==> src/rtl/cbadd_seq_ctrl.sv <==
// Nibble-serial WIDTH-bit add/sub built around one 4-bit carry-bypass slice.
// Optional signed overflow output enabled by defining CBADD_SEQ_OVF_EN.
module cbadder (
  input  logic [3:0] a,
  input  logic [3:0] b,
  input  logic       ci,
  output logic [3:0] s,
  output logic       co
);

  logic [3:0] p;
  logic [3:0] g;
  logic [4:0] c;

  always_comb begin
    p    = a ^ b;
    g    = a & b;
    c    = '0;
    c[0] = ci;
    for (int i = 0; i < 4; i++) begin
      c[i+1] = g[i] | (p[i] & c[i]);
    end
    s = p ^ c[3:0];
    // all four bits propagate: carry-in skips the ripple chain
    co = (&p) ? ci : c[4];
  end

endmodule

module cbadd_seq_ctrl #(
  parameter int WIDTH = 16
) (
  input  logic             clk,
  input  logic             rst,
  input  logic             in_valid,
  output logic             in_ready,
  input  logic [WIDTH-1:0] a,
  input  logic [WIDTH-1:0] b,
  input  logic             cin,
  input  logic             sub,
  output logic             out_valid,
  input  logic             out_ready,
  output logic [WIDTH-1:0] sum,
  output logic             cout
`ifdef CBADD_SEQ_OVF_EN
  ,
  output logic             ovf
`endif
);

  localparam int NIB = WIDTH / 4;
  localparam int IW  = (NIB > 1) ? $clog2(NIB) : 1;

  typedef enum logic [1:0] {
    IDLE = 2'd0,
    RUN  = 2'd1,
    DONE = 2'd2
  } state_t;

  state_t          state;
  state_t          state_nxt;
  logic [WIDTH-1:0] opa_q;
  logic [WIDTH-1:0] opb_q;
  logic            carry_q;
  logic [IW-1:0]   idx_q;
  logic [3:0]      sl_a;
  logic [3:0]      sl_b;
  logic [3:0]      sl_s;
  logic            sl_co;
  logic            last;
  logic            accept;

  assign in_ready  = (state == IDLE);
  assign out_valid = (state == DONE);
  assign accept    = in_valid & in_ready;
  assign last      = (idx_q == IW'(NIB - 1));
  assign sl_a      = opa_q[idx_q*4 +: 4];
  assign sl_b      = opb_q[idx_q*4 +: 4];

  cbadder u_slice (
    .a  (sl_a),
    .b  (sl_b),
    .ci (carry_q),
    .s  (sl_s),
    .co (sl_co)
  );

  always_comb begin
    state_nxt = state;
    unique case (state)
      IDLE: if (in_valid) state_nxt = RUN;
      RUN:  if (last) state_nxt = DONE;
      DONE: if (out_ready) state_nxt = IDLE;
      default: state_nxt = IDLE;
    endcase
  end

  always_ff @(posedge clk or posedge rst) begin
    if (rst) begin
      state <= IDLE;
    end else begin
      state <= state_nxt;
    end
  end

  always_ff @(posedge clk or posedge rst) begin
    if (rst) begin
      opa_q   <= '0;
      opb_q   <= '0;
      carry_q <= 1'b0;
      idx_q   <= '0;
      sum     <= '0;
      cout    <= 1'b0;
    end else if (accept) begin
      opa_q   <= a;
      opb_q   <= sub ? ~b : b;
      carry_q <= sub | cin;
      idx_q   <= '0;
    end else if (state == RUN) begin
      sum[idx_q*4 +: 4] <= sl_s;
      carry_q           <= sl_co;
      idx_q             <= idx_q + IW'(1);
      if (last) begin
        cout <= sl_co;
      end
    end
  end

`ifdef CBADD_SEQ_OVF_EN
  // operands of equal sign whose result sign flips
  always_ff @(posedge clk or posedge rst) begin
    if (rst) begin
      ovf <= 1'b0;
    end else if (state == RUN && last) begin
      ovf <= (opa_q[WIDTH-1] ~^ opb_q[WIDTH-1])
           & (opa_q[WIDTH-1] ^ sl_s[3]);
    end
  end
`endif

endmodule

==> config.mk <==
export PLATFORM = sky130hd
export DESIGN_NAME = cbadd_seq_ctrl
export DESIGN_NICKNAME = d
export VERILOG_FILES = /design/src/rtl/cbadd_seq_ctrl.sv
export SDC_FILE = /design/constraint.sdc
export NUM_CORES = 1
export LEC_CHECK = 0
export ABC_AREA = 1
export ABC_CLOCK_PERIOD_IN_PS = 3700
export CAP_MARGIN = 25
export CORE_MARGIN = 5
export CORE_UTILIZATION = 45
export DETAILED_ROUTE_END_ITERATION = 10
export PLACE_DENSITY = 0.81
export SETUP_SLACK_MARGIN = 0.15
export SYNTH_ARGS = -nofsm -noshare
export SYNTH_HDL_FRONTEND = slang
export SYNTH_SLANG_ARGS = --single-unit
==> constraint.sdc <==
create_clock -name clk -period 3.7 [get_ports clk]
set_clock_uncertainty 0.15 [all_clocks]
set_input_delay 0.37 -clock clk [delete_from_list [all_inputs] [get_ports clk]]
set_output_delay 0.37 -clock clk [all_outputs]
set_load 0.005 [all_outputs]
==> impl_metrics.yaml <==
outcome:
  outcome: "completed"
global_routing:
  grt_start_max_net_pins: 47
  grtUsageTotal: 0.145
  antenna_found_initial: 0
  grt_pass1_wl_mm: 10.0
  gr-total-overflow: 0
  first_global_vias: 2247
route:
  num_vias: 2223
  wl_per_cell_um: 12.5
  wirelength_mm: 5.67
  route.detailed.drc: 0
  antenna_left: 0
  drtPass1Iterations: 4
  viasPerCell: 4.91
  drt_iter0_markers: 93
synthesis:
  synthArstFlopShare: 1.00
  synth_flop_cell: "dfrtp_1"
  synthCells: 323
  synth_area_um2: 2940
  synth.yosys.warnings: 0
  synth_area_leaders: "dfrtp_1, nand2_1, xnor2_1, o21ai_2, ha_1"
  yosysSeqAreaShare: 0.460
  synthDominantCellAreaShare: 0.460
  mappedNetlistNets: 375
  synth_cell_types: 29
  yosys.area.top_type: "dfrtp_1"
  synth_common_cells: "nand2_1, dfrtp_1, inv_1, o21ai_0, xnor2_1"
  yosys.cell_count.top_type: "nand2_1"
  synth_edf_count: 0
  syn_area_per_cell_um2: 9.09
  synth-seq-cells: 54
clock_network:
  cts-buffers-inserted: 5
  post_cts_buffers: 0
  cts_resized: 0
  cts-root-buf: "clkbuf_8"
  clock-sinks: 54
  htreeDepth: 2
  clk_latency_ns: 0.31
  cts_tree: "yes"
  holdBufCountCts: 0
  clkTransAtPathRegs_ns: 0.09
  clock_path_buffers: 2
final_layout:
  layout-drive-gt1-share: 0.112
  antenna_cells: 0
  n_fill_cell: 549
  final_area_um2: 3580
  multi_input_area_um2: 1330
  regArea_um2: 1350
  utilization: 0.564
  fin_cells: 453
  syn_to_final_growth_pct: 22.0
  nets: 427
critical_path:
  crit_fanout: 13
  r2r_setup_slack_ns: 0.50
  r2r-end: "sum[15]"
  reg2reg_depth: 11
  startpoint_type: "flop"
  path_class: "flop to flop"
  crit_path_end_kind: "flop"
  r2r_start: "idx_q[1]"
  cp_data_required_time_ns: 3.78
  arrival_ns: 3.28
  crit_path_start: "idx_q[1]"
floorplan:
  core-area_um2: 6350
  dieArea_um2: 8240
  num_rows: 29
  die_h_um: 90.8
  start_util: 0.462
  pin_count: 57
  die_width_um: 90.8
place:
  gp_congestion: 0.833
  place_inst: 445
  place_ws_ns: 0.514
  io_buffers: 56
  post_dp_cell_area_um2: 3490
  dp_hpwl_mm: 4.47
flow_run:
  drv_cap: 0
power:
  switchingPower_mw: 1.31
  ir_worst_vdd_uv: 393
  p_int_mw: 1.63
  swShare: 0.446
  seqPwrFrac: 0.343
  p_leak_nw: 1.65
  clkPwrFrac: 0.113
  powerDensity_nw_per_um2: 820
  power.share.combinational: 0.544
sta:
  tightest_slew_ns: 0.836
  setup_viol: 0
  max_freq_mhz: 313
  slew_headroom: 0.441
  setup_ws_ns: 0.501
  finalCriticalPeriod_ns: 3.20
  setup_tns_ns: 0
  finalHoldViolCount: 0
  finalMaxSlewViolations: 0
  fin_crit_sh: 0.864
  rsz0062_at_grt: "false"
worst_hold_path:
  holdCritPathClass: "input port to asynchronous set/reset pin"
[per-stage QoR]
step	power (mW)	hold WS (ns)
detailed placement	2.63	0.321
CTS	2.96	0.276
global placement	2.55	0.316
floorplan	2.20	0.294
global route	3.24	0.325
finish	2.94	0.261
[cell families (layout without fill, tap and decap cells)]
group                      after synthesis  in the layout  share of synthesized area
adders and majority gates               14             14                     0.0699
AOI/OAI and AO/OA                       58             58                      0.128
buffers and inverters                   45             98                     0.0878
and+or+nand+nor                        136            136                      0.206
DFF                                     54             54                      0.460
xor gates and xnor gates                16             16                     0.0477
[state kept, by name, summed over array words and instances, names as in the netlist]
signal	count
opa_q	16
opb_q	16
idx_q	2
sum	16
cout	1
state	2
carry_q	1
[worst max-delay path by stage]
stage                          to  slack, ns
after global routing      sum[15]       0.23
after detailed placement  sum[15]       0.51
after global placement    sum[15]       0.65
after CTS                 sum[15]       0.49
final                     sum[15]       0.50
after floorplan           sum[15]       0.71
[per-layer routing]
metal / GRT usage / wire length, um
met1: 0.183 / 2500
met5: 0 / 0
met2: 0.243 / 2780
met3: 0.0333 / 304
met4: 0.0484 / 81
[area by class of cell]
class / instances / share of cell area
repair buffers: 58 / 0.164
clock buffers: 7 / 0.0241
multi-input cells: 224 / 0.370
flip-flops and latches: 54 / 0.377
well taps: 77 / 0.0269
inverters: 32 / 0.0356
clock inverters: 1 / 0.00140
[critical path, cell delays in order (launching register included)]
cell	delay [ns]
dfrtp_1	0.60
clkinv_1	0.39
o21ai_0	0.19
o22ai_1	0.14
fa_1	0.39
inv_1	0.08
fa_1	0.17
fa_1	0.18
inv_1	0.05
fa_1	0.52
nand3_1	0.10
o21ai_0	0.16
[power by group through the flow]
stage,clock network [mW],registers (mW),logic (mW)
floorplan,0,0.968,1.23
finish,0.333,1.01,1.60
detailed placement,0,1.02,1.61
CTS,0.338,1.01,1.62
global placement,0,1.01,1.53
global route,0.367,1.04,1.84
[placed cells by master (no fill, tap or decap), types with 10 or more instances in the layout]
master and n:
nand2_1 95, clkdlybuf4s50_1 56, dfrtp_1 54, inv_1 26
o21ai_0 25, xnor2_1 16, o21ai_2 15, nand3_1 15
nor2_1 12, ha_1 10
No activity file was read; power rests on OpenSTA's default activity.
